[config.mk]
export PLATFORM = sky130hd
export DESIGN_NAME = booth_seq
export DESIGN_NICKNAME = d
export VERILOG_FILES = /design/src/rtl/booth_seq.sv
export SDC_FILE = /design/constraint.sdc
export NUM_CORES = 1
export LEC_CHECK = 0
export ABC_AREA = 1
export CORE_MARGIN = 3
export CORE_UTILIZATION = 45
export DETAILED_ROUTE_END_ITERATION = 8
export PLACE_DENSITY = 0.74
export SLEW_MARGIN = 20
export SYNTH_ARGS = -nofsm -noshare
export SYNTH_HDL_FRONTEND = slang
export SYNTH_HIERARCHICAL = 1
export SYNTH_SLANG_ARGS = --single-unit
[constraint.sdc]
create_clock -name clk_i -period 2.7 [get_ports clk_i]
set_input_delay 0.27 -clock clk_i [delete_from_list [all_inputs] [get_ports clk_i]]
set_output_delay 0.27 -clock clk_i [all_outputs]
set_load 0.02 [all_outputs]
[src/rtl/booth_seq.sv]
// Sequential radix-2 Booth multiplier, 16x16 signed -> 32-bit signed product.
// One 16-bit carry-select adder is shared by every iteration.

// 16-bit carry-select adder: low byte ripples, high byte is precomputed for both carries.
module booth_csa16 (
   input  logic [15:0] a_i,
   input  logic [15:0] b_i,
   input  logic        c_in_i,
   output logic [16:0] x_o
);

   logic [8:0] lo_sum;
   logic [8:0] hi_sum0;
   logic [8:0] hi_sum1;

   // Low half and both speculative high halves, then select on the low carry-out.
   always_comb begin
      lo_sum  = {1'b0, a_i[7:0]} + {1'b0, b_i[7:0]} + {8'd0, c_in_i};
      hi_sum0 = {1'b0, a_i[15:8]} + {1'b0, b_i[15:8]};
      hi_sum1 = {1'b0, a_i[15:8]} + {1'b0, b_i[15:8]} + 9'd1;
      x_o     = lo_sum[8] ? {hi_sum1, lo_sum[7:0]} : {hi_sum0, lo_sum[7:0]};
   end

endmodule

module booth_seq (
   input  logic        clk_i,
   input  logic        rst_ni,
   input  logic        start_i,
   input  logic [15:0] mcand_i,
   input  logic [15:0] mplier_i,
   input  logic        ack_i,
   output logic        busy_o,
   output logic        done_o,
   output logic [31:0] product_o
);

   typedef enum logic [1:0] {StIdle, StIter, StDone} state_e;

   state_e      state_q, state_d;
   logic [15:0] acc_q, acc_d;
   logic [15:0] q_q, q_d;
   logic        q_m1_q, q_m1_d;
   logic [15:0] m_q, m_d;
   logic [3:0]  cnt_q, cnt_d;
   logic [31:0] product_q, product_d;

   logic [15:0] b_op;
   logic        c_in;
   logic [16:0] x_sum;
   logic        sum_sign;

   // Booth recoding of {Q[0], q_m1}: add M, subtract M (add ~M + 1), or pass ACC through.
   always_comb begin
      b_op = 16'd0;
      c_in = 1'b0;
      unique case ({q_q[0], q_m1_q})
         2'b01: begin
            b_op = m_q;
            c_in = 1'b0;
         end
         2'b10: begin
            b_op = ~m_q;
            c_in = 1'b1;
         end
         default: begin
            b_op = 16'd0;
            c_in = 1'b0;
         end
      endcase
   end

   booth_csa16 u_csa (
      .a_i    (acc_q),
      .b_i    (b_op),
      .c_in_i (c_in),
      .x_o    (x_sum)
   );

   // Sign of the exact 17-bit result; with B=0 and no carry-in this reduces to ACC[15].
   assign sum_sign = acc_q[15] ^ b_op[15] ^ x_sum[16];

   // Next-state: load on accepted start, shift once per iteration, hand off on ack.
   always_comb begin
      state_d   = state_q;
      acc_d     = acc_q;
      q_d       = q_q;
      q_m1_d    = q_m1_q;
      m_d       = m_q;
      cnt_d     = cnt_q;
      product_d = product_q;
      unique case (state_q)
         StIdle: begin
            if (start_i) begin
               acc_d   = 16'd0;
               q_d     = mplier_i;
               q_m1_d  = 1'b0;
               m_d     = mcand_i;
               cnt_d   = 4'd0;
               state_d = StIter;
            end
         end
         StIter: begin
            acc_d  = {sum_sign, x_sum[15:1]};
            q_d    = {x_sum[0], q_q[15:1]};
            q_m1_d = q_q[0];
            cnt_d  = cnt_q + 4'd1;
            if (cnt_q == 4'd15) begin
               product_d = {sum_sign, x_sum[15:1], x_sum[0], q_q[15:1]};
               state_d   = StDone;
            end
         end
         StDone: begin
            if (ack_i) begin
               state_d = StIdle;
            end
         end
         default: begin
            state_d = StIdle;
         end
      endcase
   end

   // State and datapath registers with asynchronous clear.
   always_ff @(posedge clk_i or negedge rst_ni) begin
      if (!rst_ni) begin
         state_q   <= StIdle;
         acc_q     <= 16'd0;
         q_q       <= 16'd0;
         q_m1_q    <= 1'b0;
         m_q       <= 16'd0;
         cnt_q     <= 4'd0;
         product_q <= 32'd0;
      end else begin
         state_q   <= state_d;
         acc_q     <= acc_d;
         q_q       <= q_d;
         q_m1_q    <= q_m1_d;
         m_q       <= m_d;
         cnt_q     <= cnt_d;
         product_q <= product_d;
      end
   end

   // Status outputs decode directly from the state register.
   always_comb begin
      busy_o    = (state_q != StIdle);
      done_o    = (state_q == StDone);
      product_o = product_q;
   end

endmodule

Yosys cells after proc, flatten, opt, wreduce, memory -nomap -nowiden --
Cells that the tools add are included.
Operators by class: $add $sub $neg 5, equality and inequality tests 8, multiplexer cells 15, bitwise gates (word level) 3, reduce and logical (&&, ||, !) cells 7
Operators with widths (number):
- case mux 16 bit (2 select lines) | 3
- 2-to-1 mux 16 bit | 2
- adder 8 x 8 -> 9 bit | 2
- 2-to-1 mux 17 bit | 1
- inverter 16 bit | 1
- adder 9 x 1 -> 9 bit | 1
- adder 9 x 1 -> 9 bit, second input constant | 1
- case mux 4 bit (2 select lines) | 1
- 2-to-1 mux 2 bit | 3
- != test 2 bit, second input constant | 3
- case mux 2 bit (3 select lines) | 1
- AND reduction 2 bit | 3
- adder 4 x 1 -> 4 bit, second input constant | 1
- == test 2 x 1 -> 1 bit, second input constant | 2
- == test 2 bit, second input constant | 2
- == test 4 bit, second input constant | 1
- 2-to-1 mux 4 bit | 1
- nonzero test 2 bit | 2
- AND reduction 3 bit | 1
- logical NOT 2 bit | 1
- 2-to-1 mux 1 bit | 2
- case mux 1 bit (2 select lines) | 1
- bitwise XOR 1 bit | 2
Storage, ports and cells: register bits 87, input port bits 36, output and inout port bits 34, word-level logic and storage cells 45

Logic depth before layout (Yosys ltp) --
Gate-level depths: netlist of the first run.
word-level depth 7, gate-level depth with buffers 24, depth with buffers taken out 24

Modules after synthesis --
Netlist of the first run, hierarchy kept.
By module, submodules not included:
- booth_seq | instances 1, cells an instance 410, area an instance 3603.5 um^2
- booth_csa16 | instances 1, cells an instance 157, area an instance 950.9 um^2

Least setup slack after synthesis of the first run --
OpenSTA, ideal clock, no wires.
path type register to register, start register q_m1_q, end register acc_q[15], arrival 2.688 ns, data required time 2.583 ns, slack -0.104 ns, cell stages (with the launch flop) 23, path buffers 1, clock period less this slack 2.804 ns, cell sequence dfrtp_1 -> nor2_1 -> buf_2 -> inv_1 -> fa_1 -> inv_1 -> fa_1 -> nand3_1 -> nand2_1 -> nand2_1 -> nand3_4 -> nor2b_4 -> nand3_1 -> nand2_1 -> nand2_1 -> inv_1 -> nand2_1 -> nand2_1 -> inv_1 -> nand2_1 -> nand2_1 -> nand2_1 -> nand2_1
RTL lines:
- from (decl) | RTL line 43 | logic q_m1_q, q_m1_d;
- from (signal assigned) | RTL line 138 | q_m1_q <= q_m1_d;
- == test 2 bit | RTL line 57 | unique case ({q_q[0], q_m1_q})
- 2-to-1 mux 1 bit | RTL line 57
- named net c_in | RTL line 49 | logic c_in;
- adder 9 x 1 -> 9 bit | RTL line 18 | lo_sum = {1'b0, a_i[7:0]} + {1'b0, b_i[7:0]} + {8'd0, c_in_i};
- 2-to-1 mux 17 bit | RTL line 21 | x_o = lo_sum[8] ? {hi_sum1, lo_sum[7:0]} : {hi_sum0, lo_sum[7:0]};
- named net x_sum[16] | RTL line 50 | logic [16:0] x_sum;
- bitwise XOR 1 bit | RTL line 81 | assign sum_sign = acc_q[15] ^ b_op[15] ^ x_sum[16];
- case mux 16 bit (2 select lines) | RTL line 92 | unique case (state_q)
- to (signal assigned) | RTL line 128 | acc_q <= 16'd0;
- to (signal assigned) | RTL line 136 | acc_q <= acc_d;
- to (decl) | RTL line 41 | logic [15:0] acc_q, acc_d;
The timed path passes the listed nets, and every way through them passes these cells. A chain may end at the register's enable or synchronous reset.

Final worst setup path of the first run --
start register q_q[0], end register product_q[31], in the netlist product_o[31]
On the way: longest elaborated chain between the ends 6
RTL lines:
- from (decl) | RTL line 42 | logic [15:0] q_q, q_d;
- from (signal assigned) | RTL line 137 | q_q <= q_d;
- == test 2 bit / == test 2 x 1 -> 1 bit (equally long branches) | RTL line 57
- case mux 16 bit (2 select lines) * | RTL line 57
- named net b_op[8] | RTL line 48 | logic [15:0] b_op;
- adder 8 x 8 -> 9 bit * | RTL line 19, 20
- adder 9 x 1 -> 9 bit | RTL line 20 | hi_sum1 = {1'b0, a_i[15:8]} + {1'b0, b_i[15:8]} + 9'd1;
- 2-to-1 mux 17 bit * | RTL line 21
- named net x_sum[16] | RTL line 50
- bitwise XOR 1 bit * | RTL line 81
- to (signal assigned) | RTL line 141 | product_q <= product_d;
- to (decl) | RTL line 46 | logic [31:0] product_q, product_d;
Mark *: on every way through the listed nets, which the timed path passes. The rest lies on a longest branch.

==> results by stage, run 1 <==
Outcome:
- The run finished, with violations left.
- The checks that failed: negative setup slack.

Yosys:
- For this run, asynchronously set or reset flops after synthesis account for 100.0%.
- Synthesis produced a netlist with a net count of slightly above 600.
- The count of yosys warnings during synthesis is 6.
- Yosys mapped a number of flops with a built-in enable equal to 0.
- Synthesis handed over a netlist of about 570 instances.
- The number of synthesized register bits is between 80 and 90.
- After synthesis the cells add up to approximately 0.0046 mm².
- The share of the Yosys chip area taken by registers is 47.80%.
- The cell type contributing the most total cell area after synthesis is sky130_fd_sc_hd__dfrtp_1.
- The main flop type after synthesis is sky130_fd_sc_hd__dfrtp_1.
- In the post-synthesis netlist, the biggest area contributors are sky130_fd_sc_hd__dfrtp_1, sky130_fd_sc_hd__nand2_1, sky130_fd_sc_hd__nand3_1, sky130_fd_sc_hd__ha_1, sky130_fd_sc_hd__inv_1.
- Summed over its instances, the top area cell type makes up a little under half of the synthesized netlist area.
- The mean area per synthesized cell is between 8 and 9 µm².
- The number of different library cells used by synthesis comes to 32.

Power and ir drop:
- The standby leakage power is 2.862 nW.
- Power spread over the standard cell area amounts to between 1500 and 2000 mW/mm².
- After layout, the design draws a total of around 8.7 mW.
- The peak supply drop is 0.0006164 V.

CTS:
- The deepest level of the CTS H-tree is 3.
- The clock network latency to the later pin of the worst-skew pair is around 0.38 ns.
- CTS saw between 80 and 90 sinks.
- TritonCTS built the clock tree.
- The number of buffers added by the clock tree synthesis step is 9.
- The clock passes through at most 2 buffers.
- The cell sitting at the root of the clock tree is a sky130_fd_sc_hd__clkbuf_8.
- Clock-pin slew was measured on the worst setup and hold paths at 0.10 ns.

GRT:
- The via count of the first global-routing pass was between 3,000 and 4,000.
- The all-layer global routing usage is between 10% and 20%.
- The total overflow left after global routing is 0.
- Entering global routing, the biggest net connects 57 pins.
- The first global-routing pass estimated 18,220 µm of wire.
- The number of antenna violations at the first check in global routing is 0.

Timing:
- The minimum clock period is around 2.8 ns.
- For the pin with the worst max-slew slack, the measured transition is approximately 0.70 ns.
- The final max-slew violation count came to 0.
- Setup repair after global routing could not meet its margin everywhere.
- For this run, the top clock speed supported by timing is 0.3615 GHz.
- The total count of hold-check failures in the final report is 0.
- The final clock skew is around 0.018 ns.
- The number of failing setup endpoints in the final timing report is 2.
- The tightest slew margin relative to the limit is between 50 and 60%.
- Across all setup checks in the final design, the least slack found is -0.06589 ns.
- After layout, the worst path uses 102.4% of the clock period.

Detailed routing:
- The first TritonRoute pass finished after 4 iterations.
- In the routed layout, each cell is associated on average with a via count of between 5 and 6.
- The detailed router finished its first iteration with 233 violations.
- After detailed routing, the average wire length per cell comes to ~14 µm.
- The final wirelength is 10,730 µm.
- The routed layout has 3,988 vias.
- The post-route DRC violation count is 0.
- The antenna violation net count after detailed routing is 0.

Worst setup path:
- The critical path goes through inv_2, nor2_4, nor2_1, a21oi_1, ha_2, fa_1, ha_2, inv_2, nor2_1, nand3_1, nor2b_4, nand3_2, nand2_1, nand2_1, inv_1, nand2_1, nand2_2, inv_2, nand2_1, nand2_1, nand2_1, nand2_1.
- In this run the worst path has a maximum fanout of 6.
- The dominant cell type by count on the critical path is sky130_fd_sc_hd__nand2_1.
- The endpoint class of the critical path is a register.
- The arrival time of the worst setup path is 3.04 ns.
- The kind of critical path is register to register.
- The data required time at the worst endpoint is just under 3 ns.
- The element type at the critical path start is a register.
- The cell at the slowest stage of the critical path is sky130_fd_sc_hd__fa_1.
- The delay of the slowest critical-path stage is approximately 0.52 ns.

Final layout:
- The multi-input combinational cells in the finished layout cover a total of around 0.0021 mm².
- The number of antenna diodes in the final layout is 0.
- The final-stage net count is approximately 710.
- Once layout is complete, the utilization of the core stands at between 50% and 60%.
- The signed area change from the synthesized netlist to the final layout is 27.03%.
- In the layout the commonest cells are sky130_fd_sc_hd__nand2_1, sky130_fd_sc_hd__dfrtp_1, sky130_fd_sc_hd__clkdlybuf4s50_1, sky130_fd_sc_hd__nand3_1, sky130_fd_sc_hd__inv_1.
- The commonest non-fill, non-tap cell in the layout is sky130_fd_sc_hd__nand2_1.
- After filler insertion, the fill cell instance count of the layout stands at between 900 and 1,000.
- The share of post-route cells with drive strength above 1 is approximately an eighth.
- In the final layout, flip-flops and latches occupy 0.002177 mm².

Floorplanning:
- The core region area is ~0.0098 mm².
- Pin placement for this block handled 70 I/O pins.
- The floorplan step defined a die boundary enclosing ~0.011 mm².
- The width of the chip is 106.6 µm.
- The overall die height is about 110 µm.
- The number of placement rows is 36.
- For this configuration, the core starts out at a cell density of 46.38%.

Placed design:
- The total of buffers placed on input and output ports is slightly below 70.
- The post-placement worst setup slack is -0.07431 ns.
- The final HPWL from detailed placement is 7713 µm.
- The congestion estimate from routability-driven global placement came to 0.8747.

Worst hold path:
- The tightest min-delay check is of the input pin to register type.

Run:
- The max-cap violation count is 0.
what timing repair did:
| action | in CTS | in global routing |
|---|---|---|
| buffers inserted | 1 | 3 |
| cloned | 0 | 0 |
| setup endpoints to repair | 2 | 11 |
| endpoints found under the hold margin | 55 | 0 |
| resized for setup | 6 | 17 |
| hold buffers | 1 | 0 |
| pin swaps | 3 | 5 |
cell families after synthesis:
kind of cell | Yosys count | share of synthesized area, %
muxes | 1 | 0.2472
AOI/OAI and AO/OA | 83 | 9.423
xor gates and xnor gates | 13 | 2.500
and+or+nand+nor | 288 | 26.92
buffers and inverters | 75 | 7.115
adders and majority gates | 20 | 5.989
DFF | 87 | 47.80
critical path: cells and delay by family (launching register included):
family	cells	cell delay, ns
compound gates	1	0.05
flops	1	0.40
buf+inv	4	0.20
fa+ha+maj	3	0.91
simple gates	14	1.10
synth_stat cells, types with 2 or more instances:
cell type,count
sky130_fd_sc_hd__a21oi_1,25
sky130_fd_sc_hd__buf_2,7
sky130_fd_sc_hd__buf_4,3
sky130_fd_sc_hd__buf_6,3
sky130_fd_sc_hd__clkbuf_1,7
sky130_fd_sc_hd__dfrtp_1,87
sky130_fd_sc_hd__fa_1,3
sky130_fd_sc_hd__ha_1,17
sky130_fd_sc_hd__inv_1,51
sky130_fd_sc_hd__inv_2,4
sky130_fd_sc_hd__nand2_1,193
sky130_fd_sc_hd__nand2_2,4
sky130_fd_sc_hd__nand3_1,49
sky130_fd_sc_hd__nand3_2,4
sky130_fd_sc_hd__nand4_1,2
sky130_fd_sc_hd__nor2_1,29
sky130_fd_sc_hd__nor2_2,3
sky130_fd_sc_hd__o21ai_0,32
sky130_fd_sc_hd__o21ai_1,20
sky130_fd_sc_hd__xnor2_1,3
sky130_fd_sc_hd__xor2_1,10
metal layers:
metal | wire, µm | share of wire (%) | GRT usage (%)
met5 | 0 | 0 | 0
met4 | 133 | 1.2 | 5.753
met3 | 698 | 6.5 | 4.937
met2 | 5001 | 47 | 30.80
met1 | 4894 | 46 | 27.56
cell type report:
| type | instances | area share [%] |
|---|---|---|
| multi-input cells | 405 | 36.27 |
| repair buffers | 98 | 16.26 |
| inverters | 55 | 3.568 |
| clock buffers | 9 | 2.141 |
| flip-flops and latches | 87 | 37.63 |
| clock inverters | 7 | 1.254 |
| well taps | 133 | 2.876 |
power by group:
group	switching [mW]	leakage, nW	internal [mW]
combinational	3.23	1.66	2.29
clock	0.540	0.0970	0.363
sequential	0.393	1.10	1.92
total	4.16	2.86	4.57
per-stage QoR:
| stage | area [µm²] | setup TNS (ns) | std cells | hold slack, ns |
|---|---|---|---|---|
| after floorplan | 4563 | 0 | 567 | -0.02559 |
| final | 5786 | -0.1312 | 794 | 0.4219 |
| after global routing | 5786 | -1.049 | 794 | 0.4312 |
| after global placement | 5504 | 0 | 773 | 0.3708 |
| after detailed placement | 5504 | -0.1429 | 773 | 0.3732 |
| after CTS | 5731 | -0.03694 | 791 | 0.4167 |
registers in the layout, indices dropped and copies added, names as in the netlist:
| name | flops |
|---|---|
| acc_q | 16 |
| m_q | 16 |
| product_o | 32 |
| state_q | 2 |
| q_m1_q | 1 |
| cnt_q | 4 |
| q_q | 16 |
final timing paths:
kind,slack (ns),from,to,depth (start not counted)
max in group asynchronous,1.58,rst_ni,m_q[8],3
worst max register to register,-0.07,q_q[0],product_o[31],22
worst min-delay path,0.42,mcand_i[5],m_q[5],3
worst max-delay path,-0.07,q_q[0],product_o[31],22
worst min register to register,0.49,product_o[1],product_o[1],2
min in group asynchronous,0.48,rst_ni,product_o[29],2
(Power assumes the default switching activity.)
==> run 2, diff against run 1 <==
Settings changed: ABC_AREA 1 to not set.
==> run 2 against run 1 <==
  * The run ends with negative hold slack, negative setup slack left
  * Design area increased by 5.3%
  * Non-clock buffer count increased by 19
  * Combinational power increased by 12%
  * Utilization increased by 2.9 points
  * Power increased by 8.7%
  * Critical path depth decreased by 8
  * Routed wire length increased by 0.94%
  * Hold slack got worse by 0.48 ns
  * Clock power increased by 3.5%
  * Fmax decreased by 18%
  * Critical path type unchanged
  * Largest power group unchanged
==> results by stage, run 2 <==
Worst setup path:
- The element type at the critical path start is a register.
- The data required time at the worst endpoint was 2.91 ns (-0.06 ns).
- By startpoint and endpoint, the worst setup path is classified as register to register.
- The cell count of the worst reg-to-reg path was 14 (-36%).
- The arrival time of the worst setup path came to 3.58 ns (+0.54 ns).
- The largest fanout of any net on the critical path was 8 (+2).
- The worst setup path is captured at a register.

Detailed routing:
- The number of DRC markers in iteration 0 is 210 (-9.9%).
- The routed length per placed instance is 15.08 µm (+12%).
- The number of optimization iterations in the first detailed-route pass came to 4 (unchanged).
- The via count normalized by instance count is 5.175 (+3.0%).
- The post-route DRC violation count was 0 (unchanged).
- The final wirelength is 10,830 µm (+0.94%).
- The antenna violation net count after detailed routing is 0 (unchanged).
- The routed via count was 3,716 (-6.8%).

Final layout:
- The number of flip-flops under the largest register name is 32 (unchanged).
- The commonest non-fill, non-tap cell in the layout is sky130_fd_sc_hd__nand2_1.
- The share of post-route cells with drive strength above 1 was 23.93% (+11 points).
- The diode insertion count for antenna repair was 0 (unchanged).
- The final-stage net count is 636 (-11%).
- The number of fill cells in the layout is 817 (-9.8%).
- The signed area change from the synthesized netlist to the final layout is 32.34%.
- The library cells used most frequently in the layout, excluding fill and tap cells, are sky130_fd_sc_hd__nand2_1, sky130_fd_sc_hd__dfrtp_1, sky130_fd_sc_hd__clkdlybuf4s50_1, sky130_fd_sc_hd__buf_4, sky130_fd_sc_hd__o21ai_0.

Yosys:
- The area share of the largest cell type after synthesis is 47.28% (-0.52 points).
- The proportion of register bits with asynchronous set or reset after synthesis is 100.0% (unchanged).
- Ranked by total cell area, the synthesized netlist is headed by sky130_fd_sc_hd__dfrtp_1, sky130_fd_sc_hd__nand2_1, sky130_fd_sc_hd__mux2_4, sky130_fd_sc_hd__o21ai_0, sky130_fd_sc_hd__ha_1.
- The sequential cell area fraction in the yosys report is 47.28% (-0.52 points).
- The mean area per synthesized cell is 9.694 µm² (+21%).
- The number of synthesized register bits came to 87 (unchanged).
- After synthesis, the most frequently instantiated cells are sky130_fd_sc_hd__nand2_1, sky130_fd_sc_hd__dfrtp_1, sky130_fd_sc_hd__o21ai_0, sky130_fd_sc_hd__mux2_4, sky130_fd_sc_hd__nor2_1.
- The unique cell type count in the Yosys netlist was 51 (+59%).
- The post-synthesis cell count is 475 (-16%).
- By instance count, the leading cell after synthesis is sky130_fd_sc_hd__nand2_1.
- The cell type contributing the most total cell area after synthesis is sky130_fd_sc_hd__dfrtp_1.
- The net count after synthesis was 531 (-15%).
- The number of flops mapped to enable cells by yosys is 0 (unchanged).
- The count of yosys warnings during synthesis is 6 (unchanged).
- In the synthesized netlist the dominant register cell turns out to be sky130_fd_sc_hd__dfrtp_1.
- The total standard cell area after synthesis is 0.004604 mm² (+1.1%).

CTS:
- The clock network latency to the later pin of the worst-skew pair came to 0.36 ns (-0.02 ns).
- The number of buffers added by the clock tree synthesis step was 9 (unchanged).
- The post-cts hold buffer count is 0 (-1).
- The root cell of the clock tree is sky130_fd_sc_hd__clkbuf_8.
- The maximum buffer depth of the clock tree is 2 (unchanged).
- The clock-pin slew reported for the worst setup and hold paths after clock tree synthesis is 0.10 ns (about the same).
- The CTS tree is built.
- The deepest level of the CTS H-tree is 3 (unchanged).
- The number of clock sinks seen by CTS is 87 (unchanged).

Timing:
- The actual slew at the worst max-slew pin is 1.054 ns (+0.3563 ns).
- The post-route worst hold slack is -0.05427 ns (-0.4762 ns).
- The final worst-path cycle share is 124.9% (+22 points).
- The final worst-path setup slack is -0.6734 ns (-0.6075 ns).
- Setup repair after global routing could not meet its margin everywhere.
- The total count of hold-check failures in the final report is 68 (+68).
- The number of failing setup endpoints in the final timing report was 17 (+15).
- The final max-slew violation count is 0 (unchanged).
- The minimum clock period is 3.373 ns (+0.6075 ns).
- The final clock skew is 0.01034 ns (-0.007543 ns).
- The tightest slew margin relative to the limit was 29.76% (-24 points).
- The timing-limited maximum frequency is 0.2964 GHz (-18%).

GRT:
- The first-pass GRT wire length is 18,210 µm (about the same).
- The largest net degree at the start of global routing is 88 (+54%).
- The global route total overflow is 0 (unchanged).
- The all-layer global routing usage is 19.79% (about the same).
- The number of antenna violations at the first check in global routing is 0 (unchanged).
- The via count of the first global-routing pass is 3,927 (unchanged).

Floorplanning:
- The width of the chip was 107.2 µm (+0.52%).
- The number of placement rows is 36 (unchanged).
- The overall die area came to 0.01148 mm² (+1.0%).
- The core region area is 0.009864 mm² (+0.46%).
- The overall die height is 107.2 µm (+0.52%).
- The initial standard-cell utilization of the core came to 46.68% (+0.30 points).
- The total I/O pin count came to 70 (unchanged).

Power and ir drop:
- The standby leakage power came to 2.730 nW (-4.6%).
- The areal power density over the cells is 1558 mW/mm² (+3.2%).
- The peak supply drop came to 0.0005534 V (-10%).
- The sum of internal, switching and leakage power is 9.494 mW (+8.7%).

Placed design:
- The final HPWL from detailed placement was 7265 µm (-5.8%).
- The total of buffers placed on input and output ports came to 69 (unchanged).
- The routability-driven placement congestion ratio is 0.8880 (+1.5%).

Outcome:
- The flow ran to the end, but the final reports show violations.
- The final reports fail on negative hold slack, negative setup slack.

Run:
- The max-cap violation count is 0 (unchanged).

Worst hold path:
- The min-delay analysis places its worst path in the category input pin to async pin.
-- run 2: cell types whose count changed after synthesis, moves of 5 or more --
| cell | before | now |
|---|---|---|
| sky130_fd_sc_hd__nor3_1 | 0 | 6 |
| sky130_fd_sc_hd__a31oi_1 | 1 | 16 |
| sky130_fd_sc_hd__xor2_1 | 10 | 5 |
| sky130_fd_sc_hd__o21ai_0 | 32 | 44 |
| sky130_fd_sc_hd__o21ai_1 | 20 | 2 |
| sky130_fd_sc_hd__inv_1 | 51 | 13 |
| sky130_fd_sc_hd__xnor2_1 | 3 | 13 |
| sky130_fd_sc_hd__nor2b_1 | 0 | 5 |
| sky130_fd_sc_hd__nand2_1 | 193 | 138 |
| sky130_fd_sc_hd__nand3_1 | 49 | 5 |
| sky130_fd_sc_hd__mux2_4 | 0 | 27 |
| sky130_fd_sc_hd__a21oi_1 | 25 | 7 |
-- run 2: cell families (layout without fill, tap and decap cells) --
group           Yosys count  in the layout  synth area share (%)
flops                    87             87                 47.28
buf+inv                  36            146                 4.266
fa+ha+maj                20             20                 5.924
compound gates           88             88                 11.39
xor+xnor                 18             18                 3.424
simple gates            194            194                 17.69
mux                      32             32                 10.03
-- run 2: power breakdown --
group	internal (mW)	switching, mW	total, mW	leakage (nW)
sequential	1.93	0.441	2.37	0.963
clock	0.438	0.497	0.935	0.104
combinational	2.99	3.19	6.18	1.66
-- run 2: what timing repair did --
action,CTS,global route
endpoints found under the setup margin,20,24
pin swaps,17,18
buffers inserted,7,1
resized for setup,26,24
-- run 2: area by class of cell --
type / count / area (µm²) / share of cell area, %
sequential: 87 / 2177 / 35.73
tap: 133 / 166.4 / 2.731
inverter: 13 / 48.80 / 0.8008
clock buffer: 9 / 123.9 / 2.033
timing repair buffer: 117 / 1064 / 17.45
clock inverter: 7 / 78.83 / 1.294
multi-input combinational: 352 / 2435 / 39.96
-- run 2: path summary, 6_finish.rpt --
kind                             from        end  slack, ns
hold reg to reg              cnt_q[3]   cnt_q[3]       0.50
setup reg to reg               q_q[0]  acc_q[15]      -0.67
max in group asynchronous      rst_ni  acc_q[11]       2.21
hold / removal                 rst_ni    q_q[12]      -0.05
min in group clk_i         mcand_i[6]     m_q[6]       0.43
setup / recovery               q_q[0]  acc_q[15]      -0.67
-- run 2: layer usage --
metal  vias up  wire [µm]  track usage (%)
met5         -          0                0
met1      1831       4705            24.61
met2        70       5604            34.67
met3        16        288            3.311
met4         0        230            6.941
li1       1799          -                -
-- run 2: metrics by stage --
step / cell area [µm²] / cells / setup slack [ns] / setup TNS [ns] / util (%)
2_1_floorplan: 4641 / 475 / -0.5416 / -1.372 / -
6_report: 6093 / 718 / -0.6734 / -3.510 / 61.77
4_1_cts: 6022 / 717 / -0.6738 / -4.481 / 61.05
3_5_place_dp: 5645 / 695 / -0.7619 / -5.801 / 57.23
3_3_place_gp: 5645 / 695 / -0.6214 / -3.678 / 57.23
5_1_grt: 6093 / 718 / -0.8501 / -7.279 / 61.77
-- run 2: critical path, cell delays in order, from the launching register on --
cell	delay, ns
sky130_fd_sc_hd__dfrtp_1	0.40
sky130_fd_sc_hd__buf_4	0.16
sky130_fd_sc_hd__nand2b_4	0.11
sky130_fd_sc_hd__o21ai_1	0.08
sky130_fd_sc_hd__ha_2	0.19
sky130_fd_sc_hd__fa_2	0.36
sky130_fd_sc_hd__a211oi_2	0.29
sky130_fd_sc_hd__o21a_1	0.18
sky130_fd_sc_hd__o211ai_1	0.13
sky130_fd_sc_hd__nor3_2	0.22
sky130_fd_sc_hd__or4b_4	0.48
sky130_fd_sc_hd__xor2_1	0.17
sky130_fd_sc_hd__xor2_1	0.17
sky130_fd_sc_hd__xnor2_1	0.20
sky130_fd_sc_hd__o21ai_1	0.08
